<file path="src/rtl/wb_src.sv">
// ============================================================================
// Module   : wb_src
// Function : Writeback source sequencer; selects ALU or load data and issues
//            register-file writes, splitting wide results into two writes.
// Revision : 1.0 - initial release
// ============================================================================
`default_nettype none

module wb_src #(
  parameter int unsigned REGISTER_DATA_BIT_WIDTH = 16,
  parameter int unsigned REG_ADDR_WIDTH          = 4,
  parameter int unsigned HI_REG_ADDR             = 0
) (
  input  logic                               clk,
  input  logic                               rst_n,
  input  logic                               in_valid,
  output logic                               in_ready,
  input  logic [REGISTER_DATA_BIT_WIDTH-1:0] alu_result,
  input  logic [REGISTER_DATA_BIT_WIDTH-1:0] alu_result_hi,
  input  logic [REGISTER_DATA_BIT_WIDTH-1:0] mem_data,
  input  logic                               Mem_To_Reg,
  input  logic                               Wide,
  input  logic [REG_ADDR_WIDTH-1:0]          dest_addr,
  output logic                               reg_write,
  output logic [REG_ADDR_WIDTH-1:0]          write_addr,
  output logic [REGISTER_DATA_BIT_WIDTH-1:0] write_data,
  output logic                               busy
);

  localparam logic [REG_ADDR_WIDTH-1:0] c_hi_addr = REG_ADDR_WIDTH'(HI_REG_ADDR);

  typedef enum logic [1:0] {
    IDLE     = 2'd0,
    WRITE_LO = 2'd1,
    WRITE_HI = 2'd2
  } state_t;

  state_t                             r_state;
  state_t                             w_next_state;
  logic                               r_wide;
  logic [REGISTER_DATA_BIT_WIDTH-1:0] r_hi_data;
  logic [REG_ADDR_WIDTH-1:0]          r_wr_addr;
  logic [REGISTER_DATA_BIT_WIDTH-1:0] r_wr_data;
  logic                               w_accept;
  logic                               w_hi_pending;

  assign w_hi_pending = (r_state == WRITE_LO) && r_wide;
  assign w_accept     = in_valid && in_ready;
  assign write_addr   = r_wr_addr;
  assign write_data   = r_wr_data;

  always_ff @(posedge clk or negedge rst_n) begin
    if (!rst_n) begin
      r_state <= IDLE;
    end else begin
      r_state <= w_next_state;
    end
  end

  always_comb begin
    w_next_state = r_state;
    in_ready     = ~w_hi_pending;
    busy         = w_hi_pending;
    reg_write    = (r_state != IDLE);
    case (r_state)
      IDLE:     w_next_state = w_accept ? WRITE_LO : IDLE;
      WRITE_LO: begin
        if (r_wide)        w_next_state = WRITE_HI;
        else if (w_accept) w_next_state = WRITE_LO;
        else               w_next_state = IDLE;
      end
      WRITE_HI: w_next_state = w_accept ? WRITE_LO : IDLE;
      default:  w_next_state = IDLE;
    endcase
  end

  // Write address/data are registered so they hold their last value while idle;
  // an accept can never coincide with the upper-half step since in_ready is low then.
  always_ff @(posedge clk or negedge rst_n) begin
    if (!rst_n) begin
      r_wide    <= 1'b0;
      r_hi_data <= '0;
      r_wr_addr <= '0;
      r_wr_data <= '0;
    end else if (w_accept) begin
      r_wide    <= Wide & ~Mem_To_Reg;
      r_hi_data <= alu_result_hi;
      r_wr_addr <= dest_addr;
      r_wr_data <= Mem_To_Reg ? mem_data : alu_result;
    end else if (w_hi_pending) begin
      r_wide    <= 1'b0;
      r_wr_addr <= c_hi_addr;
      r_wr_data <= r_hi_data;
    end
  end

endmodule

`default_nettype wire
</file>
<file path="config.mk">
export PLATFORM = sky130hd
export DESIGN_NAME = wb_src
export DESIGN_NICKNAME = d
export VERILOG_FILES = /design/src/rtl/wb_src.sv
export SDC_FILE = /design/constraint.sdc
export NUM_CORES = 1
export LEC_CHECK = 0
export CAP_MARGIN = 40
export CORE_MARGIN = 2
export CORE_UTILIZATION = 45
export CTS_CLUSTER_SIZE = 10
export DETAILED_ROUTE_END_ITERATION = 16
export GPL_TIMING_DRIVEN = 0
export PLACE_DENSITY = 0.82
export SLEW_MARGIN = 20
export SYNTH_ARGS = -nofsm -noshare
export SYNTH_HDL_FRONTEND = slang
export SYNTH_SLANG_ARGS = --single-unit
</file>
<file path="constraint.sdc">
create_clock -name clk -period 2.26 [get_ports clk]
set_input_delay 0.339 -clock clk [delete_from_list [all_inputs] [get_ports clk]]
set_output_delay 0.339 -clock clk [all_outputs]
set_load 0.02 [all_outputs]
</file>
==> results.md, run 1 <==
* Status: complete, no violations
* Global Route Usage Sum at 21.3%
* I/O pins at 80
* CTS Sinks at 39
* Via count at between 1,000 and 1,500
* Hold Crit Class: flip-flop to flip-flop
* ANT nets after route at 0
* Gate power share at 27.2%
* DRT iter0 DRCs at between 60 and 70
* Origin of the critical flop-to-flop path: r_state[1]$_DFF_PN0_
* Final Non-Filler Cells at around 290
* Hold wc startpoint: r_hi_data[1]$_DFFE_PN0N_
* First-pass GRT wire length at 7110 microns
* Reg-to-Reg End: r_hi_data[13]$_DFFE_PN0N_
* Worst path required time at 1920 ps
* Detailed Routing Iterations Pass 1 at 4
* Synth Register Bits at 39
* Slowest cell on crit path: clkdlybuf4s50_1
* Synth top area share at a little over half
* Reg area at 976 sq um
* Max_cap viols at 0
* Synth-to-Final Area Change at 53.9%
* Leak at 1.31 nW
* Clock root cell: clkbuf_8
* Setup_tns at 0 ps
* Drt total wl at between 4000 and 5000 microns
* Core Rows at 23
* Grt total ovfl at 0
* Syn Inst Count at 148
* Drt wl/cell at 16.0 microns
* Final Util at 71.5%
* Setup crit start: r_wide$_DFFE_PN0P_
* Internal Power at between 1 and 1.5 mW
* Nets at between 200 and 300
* Clock latency on the worst-skew pair at 290 ps
* Number of global-route vias before repair at 1,474
* Synth unique cells at 21
* Slew HR at between 60% and 70%
* Pwr per Cell Area at roughly 700 nW/um^2
* Area of the multi-input gates at between 700 and 800 sq um
* Fin crit period at slightly below 2000 ps
* Avg Inst Size Synth at 12.5 sq um
* Port bufs at 78
* Overall die height at 68.0 microns
* Layout cells sized above 1 at around an eighth
* Num CTS Buffers at 5
* # DRC at 0
* Clock slew at reported path FFs at 80 ps
* Crit start category: flip-flop
* Diode count at 0
* Fillers at 294
* YS warnings at 0
* Die width at between 60 and 70 microns
* Clock power share at 30.2%
* Core ar. at 3970 sq um
* Psw at 0.531 mW
* Final Hold Viols at 0
* Syn nets at 205
* RSZ-0062 raised after global routing: false
* Sequential cell area fraction in the yosys report at about 53%
* Final Skew at 7.04 ps
* CTS tree: done
* Worst Setup EP: in_ready
* CP arrival at 1620 ps
* Antenna violations before repair at 0
* IR drop worst, VDD at 0.583 mV
* Die Area at 4630 sq um
* Worst R2R Path Depth at 5
* Starting Density at 46.4%
* Seq pwr share at 42.6%
* Gpl congestion at between 0.7 and 0.8
* Dpl cells at 277
* Yosys top cell by area: dfrtp_1
* Vias per inst at 5.21
* Pin count of the biggest net entering global routing at 26
* Largest cells by area after synthesis: dfrtp_1 53%, mux2i_1 11%, mux2_4 8.1%
* Detailed placement HPWL at between 3000 and 4000 microns
* Max-slew violation count at 0
* Clock Tree Buf Depth at 2
* Switching Share at approximately a quarter
* CP Class: flip-flop to output port
* Critical-path cell list: and3b_1 -> inv_2 -> clkdlybuf4s50_1
* Final setup vio count at 0
* Mapped cell area at between 1500 and 2000 sq um
* Reg-to-reg slack, setup at ~730 ps
* Largest stage delay, worst path at approximately 600 ps
* Worst slew pin tran at 532 ps
* Period utilization at 86.8%
* Crit. End Element: output port
* H-Tree Depth at 2
* Fmax at 510 MHz
* Critical-path maximum fanout at 4
-- layout make-up --
cell class                      count  area share [%]
Sequential cell                    39            34.4
Timing Repair Buffer               80            28.7
Multi-Input combinational cell     97            28.1
Clock buffer                        6            2.91
Buffer                             11            2.34
Tap cell                           50            2.20
Clock inverter                      2            1.23
Inverter                            1           0.132
-- cell usage after synthesis (all sizes together) --
cell type,count
mux2i,20
nand2,1
dfrtp,39
nor2,20
a21o,16
o21ai,1
clkbuf,2
nand2b,1
a211oi,16
nand3b,1
mux2,16
buf,9
or2,1
inv,1
a21oi,1
and3b,2
and2,1
-- what timing repair did --
item,4_1_cts,5_1_grt
hold buffers,1,0
endpoints found under the hold margin,14,0
buffers inserted,0,0
endpoints found under the setup margin,0,0
gates resized for setup,0,0
-- worst min-delay path by stage --
stage,endpoint,slack [ps],depth (start not counted)
floorplan,r_hi_data[0]$_DFFE_PN0N_,40,0
global placement,write_data[1]$_DFFE_PN0P_,450,1
detailed placement,r_hi_data[1]$_DFFE_PN0N_,290,1
CTS,write_data[1]$_DFFE_PN0P_,480,1
global route,write_data[9]$_DFFE_PN0P_,500,1
finish,write_data[1]$_DFFE_PN0P_,480,1
-- power by group through the flow --
stage / clock [mW] / sequential, mW / combinational [mW]
final: 0.601 / 0.848 / 0.540
after detailed placement: 0 / 0.861 / 0.541
after CTS: 0.602 / 0.848 / 0.547
after global routing: 0.633 / 0.858 / 0.576
after floorplan: 0 / 0.918 / 0.197
after global placement: 0 / 0.856 / 0.525
-- metal layers --
layer  GRT usage, %  part of all wire (%)  routed length (microns)  vias to the layer above
met4           9.50                   2.5                      113                        0
met1           25.5                    40                     1830                      731
met5              0                     0                        0                        -
met2           37.0                    54                     2450                       43
li1               -                     -                        -                      705
met3           3.95                   3.9                      180                       10
-- metrics by stage --
| step | area, sq um | total power, mW | setup WS (ps) | hold slack [ps] |
|---|---|---|---|---|
| after detailed placement | 2710 | 1.40 | 427 | 287 |
| final | 2840 | 1.99 | 298 | 483 |
| after CTS | 2840 | 2.00 | 294 | 483 |
| after global routing | 2840 | 2.07 | 253 | 502 |
| after global placement | 2690 | 1.38 | -59.3 | 452 |
| after floorplan | 1840 | 1.11 | 859 | 43.4 |
-- cells in the final DEF, fill, tap and decap left out, types with 2 or more instances in the layout --
cell	instances
mux2i_1	20
and3b_1	2
a21o_1	16
a211oi_1	16
nor2_1	20
clkbuf_1	2
clkbuf_8	6
mux2_4	10
buf_2	6
dfrtp_1	39
mux2_1	6
clkdlybuf4s50_1	77
buf_6	2
-- critical path, delay by kind of cell (launching register included) --
family                 cells  cell delay [ps]
buffers and inverters      2              690
DFF                        1              410
and+or+nand+nor            1              230
-- sequential cells by signal, summed over array words and instances, names as in the netlist --
name	flops
r_hi_data	16
r_state	2
r_wide	1
write_addr	4
write_data	16
-- kinds of logic (layout without fill, tap and decap cells) --
group,after synthesis,in the layout,synth area share [%]
muxes,36,36,22.7
DFF,39,39,52.9
AOI/OAI and AO/OA,34,34,13.6
buffers and inverters,12,100,3.80
and+or+nand+nor,27,27,7.06
Note: power is estimated with default switching activity, not from simulation.
==> run 2: changes to the inputs <==
CAP_MARGIN = not set   (was 40)
==> results of run 2 <==
The final DEF is identical to that of run 1; final timing and power are the same.
